**src/rtl/pipe_mips32_loader_pkg.sv**
```systemverilog
// Shared definitions for the MIPS32 program loader, the CPU and the bench:
// loader state encoding, default geometry and the instruction opcodes.
package pipe_mips32_loader_pkg;

    localparam int ADDR_W_DEF    = 10;
    localparam int MAX_WORDS_DEF = 1024;

    typedef enum logic [2:0] {
        ST_IDLE  = 3'd0,
        ST_HDR   = 3'd1,
        ST_LOAD  = 3'd2,
        ST_CKSUM = 3'd3,
        ST_START = 3'd4,
        ST_DONE  = 3'd5,
        ST_ERR   = 3'd6
    } ldr_state_e;

    // MIPS32 subset opcodes, instr[31:26].
    localparam logic [5:0] OP_ADD   = 6'b000000;
    localparam logic [5:0] OP_SUB   = 6'b000001;
    localparam logic [5:0] OP_AND   = 6'b000010;
    localparam logic [5:0] OP_OR    = 6'b000011;
    localparam logic [5:0] OP_SLT   = 6'b000100;
    localparam logic [5:0] OP_MUL   = 6'b000101;
    localparam logic [5:0] OP_LW    = 6'b001000;
    localparam logic [5:0] OP_SW    = 6'b001001;
    localparam logic [5:0] OP_ADDI  = 6'b001010;
    localparam logic [5:0] OP_SUBI  = 6'b001011;
    localparam logic [5:0] OP_SLTI  = 6'b001100;
    localparam logic [5:0] OP_BNEQZ = 6'b001101;
    localparam logic [5:0] OP_BEQZ  = 6'b001110;
    localparam logic [5:0] OP_HLT   = 6'b111111;

    function automatic logic [5:0] opcode_of(input logic [31:0] instr);
        return instr[31:26];
    endfunction

endpackage

```
**src/rtl/pipe_mips32_loader_if.sv**
```systemverilog
// Byte-stream input and instruction-memory write port of the loader.
// The loader is the slave of the byte stream and drives the memory port.
interface pipe_mips32_loader_if
    import pipe_mips32_loader_pkg::*;
#(
    parameter int ADDR_W = ADDR_W_DEF
);

    logic              in_valid;
    logic [7:0]        in_data;
    logic              in_ready;
    logic              mem_we;
    logic [ADDR_W-1:0] mem_addr;
    logic [31:0]       mem_wdata;

    modport slave (
        input  in_valid, in_data,
        output in_ready, mem_we, mem_addr, mem_wdata
    );

    modport master (
        output in_valid, in_data,
        input  in_ready, mem_we, mem_addr, mem_wdata
    );

endinterface

```
**src/rtl/pipe_mips32_word_asm.sv**
```systemverilog
// Big-endian byte-to-word assembler. word_valid is combinational and marks
// the cycle in which the fourth byte of a word is accepted; word then holds
// the three stored bytes followed by the byte on in_data.
module pipe_mips32_word_asm (
    input  logic        clk1,
    input  logic        reset,
    input  logic        clear,
    input  logic        enable,
    input  logic        in_valid,
    input  logic [7:0]  in_data,
    output logic        in_ready,
    output logic [31:0] word,
    output logic        word_valid
);

    logic [1:0]  byte_cnt_q;
    logic [23:0] shift_q;
    logic        accept;

    assign in_ready   = enable;
    assign accept     = in_valid & enable;
    assign word       = {shift_q, in_data};
    assign word_valid = accept & (byte_cnt_q == 2'd3);

    // Byte counter (wraps 3->0 on a completed word) and partial-word shifter;
    // both hold their value while no byte is accepted.
    always_ff @(posedge clk1) begin
        // NOTE: sequential state uses non-blocking assignments so every register samples pre-edge values.
        if (reset || clear) begin
            byte_cnt_q <= 2'd0;
            shift_q    <= 24'd0;
        end else if (accept) begin
            byte_cnt_q <= byte_cnt_q + 2'd1;
            shift_q    <= {shift_q[15:0], in_data};
        end
    end

endmodule

```
**src/rtl/pipe_mips32_loader.sv**
```systemverilog
// MIPS32 instruction-memory loader: receives header N, N program words and a
// checksum over a byte stream, writes the program words to addresses 0..N-1
// and pulses cpu_start when the checksum matches.
module pipe_mips32_loader
    import pipe_mips32_loader_pkg::*;
#(
    parameter int ADDR_W    = ADDR_W_DEF,
    parameter int MAX_WORDS = MAX_WORDS_DEF
) (
    input  logic                  clk1,
    input  logic                  reset,
    input  logic                  load_go,
    pipe_mips32_loader_if.slave   bus,
    output logic                  cpu_start,
    output logic                  busy,
    output logic                  done,
    output logic                  error,
    output logic [ADDR_W:0]       words_loaded
);

    ldr_state_e        state_q, state_d;

    logic [31:0]       word;
    logic              word_valid;
    logic              asm_ready;
    logic              stream_en;
    logic              start_load;
    logic              hdr_bad;
    logic              last_word;
    logic [ADDR_W:0]   wl_inc;

    logic [ADDR_W:0]   n_q;
    logic [ADDR_W:0]   words_loaded_q;
    logic [31:0]       sum_q;
    logic              mem_we_q;
    logic [ADDR_W-1:0] mem_addr_q;
    logic [31:0]       mem_wdata_q;

    assign stream_en  = (state_q == ST_HDR) || (state_q == ST_LOAD) || (state_q == ST_CKSUM);
    assign start_load = load_go &&
                        ((state_q == ST_IDLE) || (state_q == ST_DONE) || (state_q == ST_ERR));
    assign hdr_bad    = (word == 32'd0) || (word > 32'(MAX_WORDS));
    assign wl_inc     = words_loaded_q + (ADDR_W+1)'(1);
    assign last_word  = (wl_inc == n_q);

    pipe_mips32_word_asm u_word_asm (
        .clk1       (clk1),
        .reset      (reset),
        .clear      (start_load),
        .enable     (stream_en),
        .in_valid   (bus.in_valid),
        .in_data    (bus.in_data),
        .in_ready   (asm_ready),
        .word       (word),
        .word_valid (word_valid)
    );

    // State register.
    always_ff @(posedge clk1) begin
        if (reset) state_q <= ST_IDLE;
        else       state_q <= state_d;
    end

    // Next-state logic; stream words only advance the FSM when complete.
    always_comb begin
        // NOTE: assign the default first so every path drives state_d and no latch is inferred.
        state_d = state_q;
        case (state_q)
            ST_IDLE, ST_DONE, ST_ERR: if (load_go) state_d = ST_HDR;
            ST_HDR:   if (word_valid) state_d = hdr_bad ? ST_ERR : ST_LOAD;
            ST_LOAD:  if (word_valid && last_word) state_d = ST_CKSUM;
            ST_CKSUM: if (word_valid) state_d = (word == sum_q) ? ST_START : ST_ERR;
            ST_START: state_d = ST_DONE;
            default:  state_d = ST_IDLE;
        endcase
    end

    // Datapath: latch N, issue one write per program word, keep the running sum.
    always_ff @(posedge clk1) begin
        if (reset) begin
            n_q            <= '0;
            words_loaded_q <= '0;
            sum_q          <= 32'd0;
            mem_we_q       <= 1'b0;
            mem_addr_q     <= '0;
            mem_wdata_q    <= 32'd0;
        end else begin
            mem_we_q <= 1'b0;
            if (start_load) begin
                words_loaded_q <= '0;
                sum_q          <= 32'd0;
            end
            if ((state_q == ST_HDR) && word_valid && !hdr_bad) begin
                n_q <= word[ADDR_W:0];
            end
            if ((state_q == ST_LOAD) && word_valid) begin
                mem_we_q       <= 1'b1;
                mem_addr_q     <= words_loaded_q[ADDR_W-1:0];
                mem_wdata_q    <= word;
                words_loaded_q <= wl_inc;
                sum_q          <= sum_q + word;
            end
        end
    end

    assign bus.in_ready  = asm_ready;
    assign bus.mem_we    = mem_we_q;
    assign bus.mem_addr  = mem_addr_q;
    assign bus.mem_wdata = mem_wdata_q;

    assign cpu_start     = (state_q == ST_START);
    assign busy          = stream_en;
    assign done          = (state_q == ST_DONE);
    assign error         = (state_q == ST_ERR);
    assign words_loaded  = words_loaded_q;

endmodule
```
**src/flat_wrapper.sv**
```systemverilog
// flat-port wrapper written by rule: the top's interface ports become plain ports
module pipe_mips32_loader_flat import pipe_mips32_loader_pkg::*;
#(
    parameter int ADDR_W    = ADDR_W_DEF,
    parameter int MAX_WORDS = MAX_WORDS_DEF
)
  (clk1, reset, load_go, cpu_start, busy, done, error, words_loaded, bus_in_valid, bus_in_data, bus_in_ready, bus_mem_we, bus_mem_addr, bus_mem_wdata);
  pipe_mips32_loader_if #(.ADDR_W(ADDR_W)) bus_i ();
  input  logic clk1;
  input  logic reset;
  input  logic load_go;
  output logic cpu_start;
  output logic busy;
  output logic done;
  output logic error;
  output logic [ADDR_W:0] words_loaded;
  input wire logic [$bits(bus_i.in_valid)-1:0] bus_in_valid;
  input wire logic [$bits(bus_i.in_data)-1:0] bus_in_data;
  output wire logic [$bits(bus_i.in_ready)-1:0] bus_in_ready;
  output wire logic [$bits(bus_i.mem_we)-1:0] bus_mem_we;
  output wire logic [$bits(bus_i.mem_addr)-1:0] bus_mem_addr;
  output wire logic [$bits(bus_i.mem_wdata)-1:0] bus_mem_wdata;
  assign bus_i.in_valid = bus_in_valid;
  assign bus_i.in_data = bus_in_data;
  assign bus_in_ready = bus_i.in_ready;
  assign bus_mem_we = bus_i.mem_we;
  assign bus_mem_addr = bus_i.mem_addr;
  assign bus_mem_wdata = bus_i.mem_wdata;
  pipe_mips32_loader #(.ADDR_W(ADDR_W), .MAX_WORDS(MAX_WORDS)) u_core (.clk1(clk1), .reset(reset), .load_go(load_go), .bus(bus_i), .cpu_start(cpu_start), .busy(busy), .done(done), .error(error), .words_loaded(words_loaded));
endmodule
```
**config.mk**
```make
export PLATFORM = sky130hd
export DESIGN_NAME = pipe_mips32_loader_flat
export DESIGN_NICKNAME = d
export VERILOG_FILES = /design/src/rtl/pipe_mips32_loader_pkg.sv /design/src/rtl/pipe_mips32_loader_if.sv /design/src/rtl/pipe_mips32_word_asm.sv /design/src/rtl/pipe_mips32_loader.sv /design/src/flat_wrapper.sv
export SDC_FILE = /design/constraint.sdc
export NUM_CORES = 1
export LEC_CHECK = 0
export ABC_AREA = 1
export CAP_MARGIN = 20
export CORE_AREA = 3 3 150 152
export DETAILED_ROUTE_END_ITERATION = 10
export DIE_AREA = 0 0 153 155
export GPL_TIMING_DRIVEN = 1
export HOLD_SLACK_MARGIN = 0.02
export PLACE_DENSITY = 0.58
export SLEW_MARGIN = 20
export SYNTH_ARGS = -nofsm -noshare
export SYNTH_HDL_FRONTEND = slang
export SYNTH_HIERARCHICAL = 1
export SYNTH_SLANG_ARGS = --single-unit
```
**constraint.sdc**
```tcl
create_clock -name clk1 -period 2.6 [get_ports clk1]
set_input_delay 0.26 -clock clk1 [delete_from_list [all_inputs] [get_ports clk1]]
set_output_delay 0.26 -clock clk1 [all_outputs]
set_load 0.01 [all_outputs]
```
After elaboration in Yosys (flattened, before gate mapping)
Index checks and enable logic that the tools add are counted.
{ "word_totals": {"register_bits": 126, "inputBits": 12, "out_inout_bits": 59, "wordCells": 57} }
{ "op_classes": {"muxes": 12, "n_eq_ne": 13, "addsub": 3, "n_bitwise": 2, "n_reduce_logical": 17, "n_lt_le_gt_ge": 1} }
{ "op_table": {"columns": ["op", "count"], "rows": [
  ["32-bit 2-to-1 mux", 2],
  ["32-bit adder", 1],
  ["32-bit == test", 1],
  ["32-bit by 11-bit greater-than comparator with 1-bit output (second input constant)", 1],
  ["32-bit zero test", 1],
  ["11-bit 2-to-1 mux", 2],
  ["3-bit 2-to-1 mux", 5],
  ["3-bit case mux with 5 select lines", 1],
  ["11-bit by 1-bit adder with 11-bit output (second input constant)", 1],
  ["11-bit == test", 1],
  ["3-bit == test (second input constant)", 3],
  ["3-bit by 2-bit == test with 1-bit output (second input constant)", 2],
  ["1-bit logical OR", 6],
  ["1-bit logical AND", 5],
  ["2-bit by 1-bit != test with 1-bit output (second input constant)", 2],
  ["2-bit != test (second input constant)", 2],
  ["4-bit AND reduction", 1],
  ["3-bit by 1-bit == test with 1-bit output (second input constant)", 1],
  ["3-bit zero test", 1],
  ["3-bit OR reduction", 1],
  ["2-bit by 1-bit adder with 2-bit output (second input constant)", 1],
  ["1-bit AND", 2],
  ["2-bit == test (second input constant)", 1],
  ["2-bit 2-to-1 mux", 1],
  ["other kinds (3)", 3]
]} }

Logic depth before layout (Yosys ltp)
Gate-level depths: netlist of run 1.
{ "logic_depth": {"word_depth": 8, "ltp_mapped": 22, "ltp_nobuf": 21} }

Cells and area by module
The synthesis of run 1 kept the hierarchy.
{ "modules_own_cells": {"columns": ["module", "cells_each", "area_per_inst_um2", "n_inst"], "rows": [
  ["pipe_mips32_loader", 938, 6190.9, 1],
  ["pipe_mips32_word_asm", 176, 1178.6, 1]
]} }

Least setup slack after synthesis of run 1
Ideal clock, no wire load.
{ "synth_path": {"path_type": "flip-flop to flip-flop", "from": "reg u_core.state_q[0]", "to": "reg u_core.words_loaded_q[1] (netlist: u_core/words_loaded[1])", "arrival_ps": 2339, "period_less_slack_ps": 2460, "slack_ps": 140, "t_required_ps": 2479, "stages_incl_launch_ff": 21, "path_cell_list": "dfxtp_1 -> inv_2 -> nor2_1 -> inv_1 -> nor2_1 -> inv_1 -> nand2_1 -> inv_1 -> nand2_1 -> nand2_2 -> buf_2 -> nor2_1 -> inv_1 -> nor2_4 -> inv_2 -> nand2_4 -> clkinv_2 -> buf_8 -> buf_12 -> nand3_1 -> o21ai_0"} }
{ "synth_via": {"elab_chain_len": 7} }
{ "synth_lines": {"columns": ["item", "line", "text"], "rows": [
  ["start, declared", "pipe_mips32_loader.sv:21", "ldr_state_e state_q, state_d;"],
  ["start signal, assigned", "pipe_mips32_loader.sv:61", "else state_q <= state_d;"],
  ["3-bit by 1-bit == test with 1-bit output or 3-bit by 2-bit == test with 1-bit output (tied branches)", "pipe_mips32_loader.sv:39", "assign stream_en = (state_q == ST_HDR) || (state_q == ST_LOAD) || (state_q == ST_CKSUM);"],
  ["1-bit logical OR", "pipe_mips32_loader.sv:39", null],
  ["1-bit logical OR (*)", "pipe_mips32_loader.sv:39", null],
  ["via busy", "flat_wrapper.sv:13", "output logic busy;"],
  ["1-bit AND (*)", "pipe_mips32_word_asm.sv:21", "assign accept = in_valid & enable;"],
  ["1-bit AND (*)", "pipe_mips32_word_asm.sv:23", "assign word_valid = accept & (byte_cnt_q == 2'd3);"],
  ["via u_core.word_valid", "pipe_mips32_loader.sv:24", "logic word_valid;"],
  ["1-bit logical AND (*)", "pipe_mips32_loader.sv:96", "if ((state_q == ST_LOAD) && word_valid) begin"],
  ["11-bit 2-to-1 mux or 2-bit nonzero test (tied branches)", null, null],
  ["end signal, assigned", "pipe_mips32_loader.sv:100", "words_loaded_q <= wl_inc;"],
  ["end, declared", "pipe_mips32_loader.sv:33", "logic [ADDR_W:0] words_loaded_q;"]
]} }
Mark *: on every way through the listed nets, which the timed path passes. The rest lies on a longest branch.
A chain may end at the register's enable or synchronous reset.

Final worst setup path of run 1
{ "layout_path": {"from": "reg u_core.state_q[0]", "to": "reg u_core.state_q[0]"} }
{ "layout_via": {"elab_chain_len": 8} }
{ "layout_lines": {"columns": ["item", "line", "text"], "rows": [
  ["3-bit by 1-bit == test with 1-bit output or 3-bit by 2-bit == test with 1-bit output (tied branches)", "pipe_mips32_loader.sv:39", null],
  ["1-bit logical OR", "pipe_mips32_loader.sv:39", null],
  ["1-bit logical OR (*)", "pipe_mips32_loader.sv:39", null],
  ["1-bit AND (*)", "pipe_mips32_word_asm.sv:21", null],
  ["1-bit AND (*)", "pipe_mips32_word_asm.sv:23", null],
  ["via u_core.word_valid", "pipe_mips32_loader.sv:24", null],
  ["1-bit logical AND", "pipe_mips32_loader.sv:71", "ST_LOAD: if (word_valid && last_word) state_d = ST_CKSUM;"],
  ["2-bit != test (no source line)", null, null],
  ["4-bit AND reduction (no source line) (*)", null, null]
]} }
Marks and branches as above.

==> results of run 1 <==
power by group:
part / switching (mW) / internal [mW]
Sequential: 0.215 / 2.07
Clock: 0.977 / 1.53
Combinational: 1.14 / 0.672
Total: 2.34 / 4.27
stage by stage:
stage	util [%]	total power, mW	setup slack, ns	hold WS (ns)	TNS (ns)
after floorplan	-	3.57	0.140	0.395	0
after global placement	39.9	4.11	0.00883	0.454	0
after detailed placement	39.9	4.12	-0.0390	0.457	-0.0601
after CTS	42.8	6.64	0.152	0.451	0
after global routing	42.9	6.99	-0.00120	0.472	-0.00120
final	42.9	6.60	0.221	0.459	0
metal layers:
layer	global-route usage [%]	vias to the layer above	part of all wire, %
met3	3.23	20	4.4
met2	30.7	167	45
met1	25.8	3374	49
met5	0	-	0
met4	5.09	0	1.3
li1	-	3823	-
worst max path at each step:
stage	startpoint	to	slack [ns]	cells past startpoint
5_1_grt	u_core/state_q[0]$_SDFFE_PP0P_	u_core/state_q[0]$_SDFFE_PP0P_	-0.001	21
3_5_place_dp	bus_in_data[0]	u_core/sum_q[8]$_SDFFE_PP0P_	-0.04	15
2_1_floorplan	u_core/state_q[0]$_SDFFE_PP0P_	u_core/words_loaded[1]$_SDFFE_PP0P_	0.14	20
4_1_cts	u_core/state_q[0]$_SDFFE_PP0P_	u_core/state_q[0]$_SDFFE_PP0P_	0.15	21
3_3_place_gp	bus_in_data[0]	u_core/sum_q[8]$_SDFFE_PP0P_	0.009	15
6_report	u_core/state_q[0]$_SDFFE_PP0P_	u_core/state_q[0]$_SDFFE_PP0P_	0.22	20
state kept, by name, summed over array words and instances, names as in the netlist:
signal,cells
u_core/sum_q,32
u_core/state_q,3
u_core/bus.mem_addr,10
u_core/bus.mem_wdata,32
u_core/u_word_asm/shift_q,24
u_core/u_word_asm/byte_cnt_q,2
u_core/n_q,11
u_core/bus.mem_we,1
u_core/words_loaded,11
kinds of logic after synthesis:
group / after synthesis / share of synthesized area [%]
buf+inv: 163 / 9.98
simple gates: 553 / 31.8
compound gates: 234 / 17.2
xor+xnor: 4 / 0.866
fa+ha+maj: 34 / 5.87
flops: 126 / 34.2
cells in the mapped netlist, drive strengths merged:
cell type | number | area (sq um)
nand2 | 251 | 985
nor2 | 185 | 712
dfxtp | 126 | 2520
a21oi | 121 | 639
inv | 113 | 424
o21ai | 90 | 450
nand3 | 65 | 325
ha | 33 | 413
buf | 31 | 239
clkbuf | 18 | 67.6
nand4 | 16 | 100
nor4 | 13 | 81.3
nor3 | 12 | 60.1
nand3b | 7 | 52.6
o21bai | 7 | 52.6
a21o | 5 | 37.5
o21a | 4 | 30.0
o32ai | 3 | 26.3
or2 | 3 | 18.8
a21boi | 2 | 15.0
a32o | 1 | 10.0
clkinv | 1 | 5.00
fa | 1 | 20.0
o211ai | 1 | 7.51
or3 | 1 | 11.3
xnor2 | 1 | 8.76
xnor3 | 1 | 22.5
xor2 | 1 | 8.76
xor3 | 1 | 23.8
area by class of cell:
type,count,area [sq um]
Clock buffer,18,429
Timing Repair Buffer,109,1040
Clock inverter,14,184
Fill cell,2202,12100
Sequential cell,126,2520
Multi-Input combinational cell,825,4120
Tap cell,275,344
Inverter,114,429
worst min-delay path: cells and delay by family:
kind | cells | cell delay [ns]
AOI/OAI and AO/OA | 1 | 0.17
buffers and inverters | 2 | 0.41
==> impl_metrics.env, run 1 <==
export IMPL_p_leak_nw=4.01
export IMPL_drt_total_wl_um=22200
export IMPL_clkSlewWorstSetupHoldPaths_ns=0.07
export IMPL_p_per_area_nw_per_um2=728
export IMPL_worstPathArrival_ns=2.70
export IMPL_track_usage_pct=18.8
export IMPL_drc_errors=0
export IMPL_yosys_cell_types_count=40
export IMPL_initial_utilization_pct=34.8
export IMPL_placed_area_sq_um=8450
export IMPL_cts_repair_resized=0
export IMPL_area_growth_pct=23.1
export IMPL_worstSetupStartpointType="flop"
export IMPL_holdPathStages=3
export IMPL_final_setup_skew_ns=0.00906
export IMPL_slew_violations=0
export IMPL_min_path_type="in -> reg"
export IMPL_grt_max_degree=87
export IMPL_cts_buffer_depth=2
export IMPL_clock_sinks=126
export IMPL_fin_cells=1481
export IMPL_yosysWarnings=6
export IMPL_design_area_sq_um=9070
export IMPL_cts_tree="built"
export IMPL_final_cell_mix="nand2_1 (237), nor2_1 (180), dfxtp_1 (125)"
export IMPL_rows=53
export IMPL_firstDrtPassIters=5
export IMPL_vias_per_cell=4.99
export IMPL_grt_pass1_vias=6831
export IMPL_holdBufCountCts=0
export IMPL_place_hpwl_um=16000
export IMPL_peakVddDrop_uv=499
export IMPL_synthCells=1114
export IMPL_dpl_cell_count=1449
export IMPL_ys_seq_elements=126
export IMPL_syn_area_sq_um=7370
export IMPL_holdPathEnd="u_core/words_loaded[7]$_SDFFE_PP0P_"
export IMPL_period_minus_slack_ns=2.38
export IMPL_nNetsFinal=1239
export IMPL_critPathMaxStageDelay_ns=0.31
export IMPL_dieWidth_um=153
export IMPL_grt_pass1_wl_um=36300
export IMPL_antenna_found_initial=0
export IMPL_status="complete, no violations"
export IMPL_die_area_sq_um=23700
export IMPL_clock_fmax_ghz=0.420
export IMPL_layout_worst_path_cycle_share_pct=91.5
export IMPL_die_y_um=155
export IMPL_worstHoldStart="reset"
export IMPL_worstMarginPinSlew_ns=0.690
export IMPL_cpLargestDelayFamily="simple AND/OR/NAND/NOR gates"
export IMPL_critical_path_cell_chain="inv_2 > nand2_1 > nor2_1 > inv_1 > nand2_1 > inv_1 > nand2_1 > nand2_2 > nor2_4 > inv_2 > nor2_1 > nand3_1 > nor2_1 > nand3_1 > nor2_1 > nand4_1 > nand2_2 > nand3_1 > nand2_1 > nor2_1"
export IMPL_cap_violations=0
export IMPL_clk_latency_ns=0.43
export IMPL_drt_wirelength_per_cell_um=15.0
export IMPL_critPathBufInv=4
export IMPL_rr_endpoint="u_core/state_q[0]$_SDFFE_PP0P_"
export IMPL_crit_type="reg -> reg"
export IMPL_numPortBuffers=70
export IMPL_critPathCaptureType="flop"
export IMPL_antenna_left=0
export IMPL_slowest_stage="dfxtp_1"
export IMPL_cp_required_ns=2.92
export IMPL_overflow=0
export IMPL_finalSetupViolations=0
export IMPL_final_common_cell="nand2_1"
export IMPL_rr_worst_depth=20
export IMPL_place_congestion=0.905
export IMPL_cp_max_fo=5
export IMPL_cts_buffers=17
export IMPL_avgSynthCellArea_sq_um=6.62
export IMPL_vias=7384
export IMPL_hold_violations=0
export IMPL_cp_common_cell="nor2_1"
export IMPL_cts_setup_buffers=0
export IMPL_first_iter_violations=535
export IMPL_layout_drive_gt1_share_pct=9.04
export IMPL_relSlewSlack_pct=54.0
export IMPL_antenna_cells=0
export IMPL_coreArea_sq_um=21200
export IMPL_syn_nets=1160
export IMPL_reg2reg_from="u_core/state_q[0]$_SDFFE_PP0P_"
export IMPL_seq_area_frac_synth_pct=34.2
export IMPL_ff2ff_setup_slack_ns=0.22
export IMPL_htreeDepth=4
export IMPL_cts_root_buf="clkbuf_16"
export IMPL_io_pins=71
Power figures use the tool's default switching activity.
==> run 2, diff against run 1 <==
--- a/config.mk
+++ b/config.mk
@@ -7,12 +7,12 @@
 export LEC_CHECK = 0
 export ABC_AREA = 1
 export CAP_MARGIN = 20
-export CORE_AREA = 3 3 150 152
+export CORE_AREA = 3 3 140 142
 export DETAILED_ROUTE_END_ITERATION = 10
-export DIE_AREA = 0 0 153 155
+export DIE_AREA = 0 0 143 145
 export GPL_TIMING_DRIVEN = 1
 export HOLD_SLACK_MARGIN = 0.02
-export PLACE_DENSITY = 0.58
+export PLACE_DENSITY = 0.65
 export SLEW_MARGIN = 20
 export SYNTH_ARGS = -nofsm -noshare
 export SYNTH_HDL_FRONTEND = slang
==> impl_metrics.env, run 2 (synthesized netlist as in run 1, its figures left out) <==
export IMPL_cap_violations=0
export IMPL_hold_violations=0
export IMPL_place_congestion=0.924
export IMPL_clk_latency_ns=0.42
export IMPL_drt_wirelength_per_cell_um=15.1
export IMPL_rsz0062_at_grt="false"
export IMPL_drc_errors=0
export IMPL_peakVddDrop_uv=568
export IMPL_status="complete, no violations"
export IMPL_cts_tree="built"
export IMPL_cp_max_fo=5
export IMPL_final_cell_mix="nand2_1 (237), nor2_1 (180), dfxtp_1 (125)"
export IMPL_vias=7390
export IMPL_io_pins=71
export IMPL_ff2ff_setup_slack_ns=0.21
export IMPL_p_per_area_nw_per_um2=750
export IMPL_layout_drive_gt1_share_pct=8.28
export IMPL_hold_slack_ns=0.218
export IMPL_clock_sinks=126
export IMPL_fin_cells=1430
export IMPL_worstMarginPinSlew_ns=0.571
export IMPL_regArea_sq_um=2520
export IMPL_critical_path_cell_chain="nand2_1 > nor2_1 > inv_1 > nand2_1 > inv_1 > nand2_1 > nand2_2 > nor2_2 > inv_2 > nor2_1 > nand3_1 > nor2_1 > nand3_1 > nor2_1 > nand4_1 > nand2_2 > nand3_1 > nand2_1 > inv_1"
export IMPL_fill_cells=1855
export IMPL_critPathMaxStageDelay_ns=0.38
export IMPL_cts_root_buf="clkbuf_16"
export IMPL_worstPathArrival_ns=2.70
export IMPL_overflow=0
export IMPL_vias_per_cell=5.17
export IMPL_dpl_cell_count=1398
export IMPL_slowest_stage="dfxtp_2"
export IMPL_final_setup_skew_ns=0.00936
export IMPL_place_hpwl_um=15300
export IMPL_layout_worst_path_cycle_share_pct=91.9
export IMPL_die_y_um=145
export IMPL_htreeDepth=4
export IMPL_crit_type="reg -> reg"
export IMPL_post_route_util_pct=48.2
export IMPL_p_leak_nw=3.95
export IMPL_coreArea_sq_um=18600
export IMPL_grt_pass1_wl_um=35100
export IMPL_die_area_sq_um=20700
export IMPL_holdBufCountCts=0
export IMPL_slew_violations=0
export IMPL_first_iter_violations=596
export IMPL_power_mw=6.72
export IMPL_antenna_found_initial=0
export IMPL_drt_total_wl_um=21600
export IMPL_multiInputGateArea_sq_um=4120
export IMPL_relSlewSlack_pct=61.6
export IMPL_cp_required_ns=2.92
export IMPL_clkSlewWorstSetupHoldPaths_ns=0.06
export IMPL_final_common_cell="nand2_1"
export IMPL_setup_tns_ns=0
export IMPL_area_growth_pct=21.5
export IMPL_clock_fmax_ghz=0.419
export IMPL_nNetsFinal=1229
export IMPL_finalSetupViolations=0
export IMPL_initial_utilization_pct=39.7
export IMPL_antenna_left=0
export IMPL_numPortBuffers=70
export IMPL_cts_buffer_depth=2
export IMPL_min_path_type="in -> reg"
export IMPL_critPathCaptureType="flop"
export IMPL_dieWidth_um=143
export IMPL_cts_buffers=17
export IMPL_antenna_cells=0
export IMPL_track_usage_pct=20.9
export IMPL_firstDrtPassIters=5
export IMPL_period_minus_slack_ns=2.39
export IMPL_worstSetupStartpointType="flop"
export IMPL_grt_max_degree=87
export IMPL_rows=50
export IMPL_grt_pass1_vias=6931
==> run 2: changes by cell type in the layout (fill, tap and decap cells not counted), moves of 2 or more <==
cell and change:
inv_6 -3, buf_4 -8, bufinv_16 +2, buf_12 -2
==> run 2: final cells by class <==
| cell class | count | share of cell area [%] |
|---|---|---|
| Timing Repair Buffer | 99 | 10.5 |
| Multi-Input combinational cell | 825 | 46.0 |
| Inverter | 114 | 4.84 |
| Clock buffer | 19 | 4.84 |
| Sequential cell | 126 | 28.2 |
| Tap cell | 234 | 3.27 |
| Clock inverter | 13 | 2.38 |
==> run 2: worst paths after layout <==
check,start,to,cells after the start
worst min-delay path,reset,u_core/words_loaded[7]$_SDFFE_PP0P_,2
worst min register to register,u_core/sum_q[19]$_SDFFE_PP0P_,u_core/sum_q[19]$_SDFFE_PP0P_,2
worst max-delay path,u_core/state_q[1]$_SDFFE_PP0P_,u_core/state_q[1]$_SDFFE_PP0P_,19
worst max register to register,u_core/state_q[1]$_SDFFE_PP0P_,u_core/state_q[1]$_SDFFE_PP0P_,19
==> run 2: layer usage <==
| layer | vias up | track usage, % | share of wire (%) | wire length (um) |
|---|---|---|---|---|
| met5 | - | 0 | 0 | 0 |
| met2 | 208 | 33.1 | 45 | 9770 |
| met4 | 0 | 7.08 | 2.2 | 476 |
| li1 | 3785 | - | - | - |
| met3 | 28 | 4.12 | 5.1 | 1100 |
| met1 | 3369 | 28.4 | 47 | 10300 |
==> run 2: repair_timing <==
item                                    4_1_cts  5_1_grt
resized for setup                             0        6
setup buffers                                 0        0
endpoints found under the setup margin        0       50
==> run 2: critical path, delay by kind of cell (launching register included) <==
kind                   cells  cell delay [ns]
buffers and inverters      4             0.30
AND/OR/NAND/NOR           15             1.62
flip-flops                 1             0.38
==> run 2: metrics by stage <==
stage	worst slack (ns)	area, sq um
after floorplan	0.140	7370
after global placement	0.0681	8290
after detailed placement	0.0158	8290
after CTS	0.117	8940
after global routing	0.0116	8950
final	0.212	8950
==> run 2: power breakdown <==
part	internal (mW)	leakage, nW	switching (mW)
combinational	0.648	2.63	1.15
clock	1.71	0.304	0.924
sequential	2.07	1.02	0.220
total	4.42	3.95	2.29
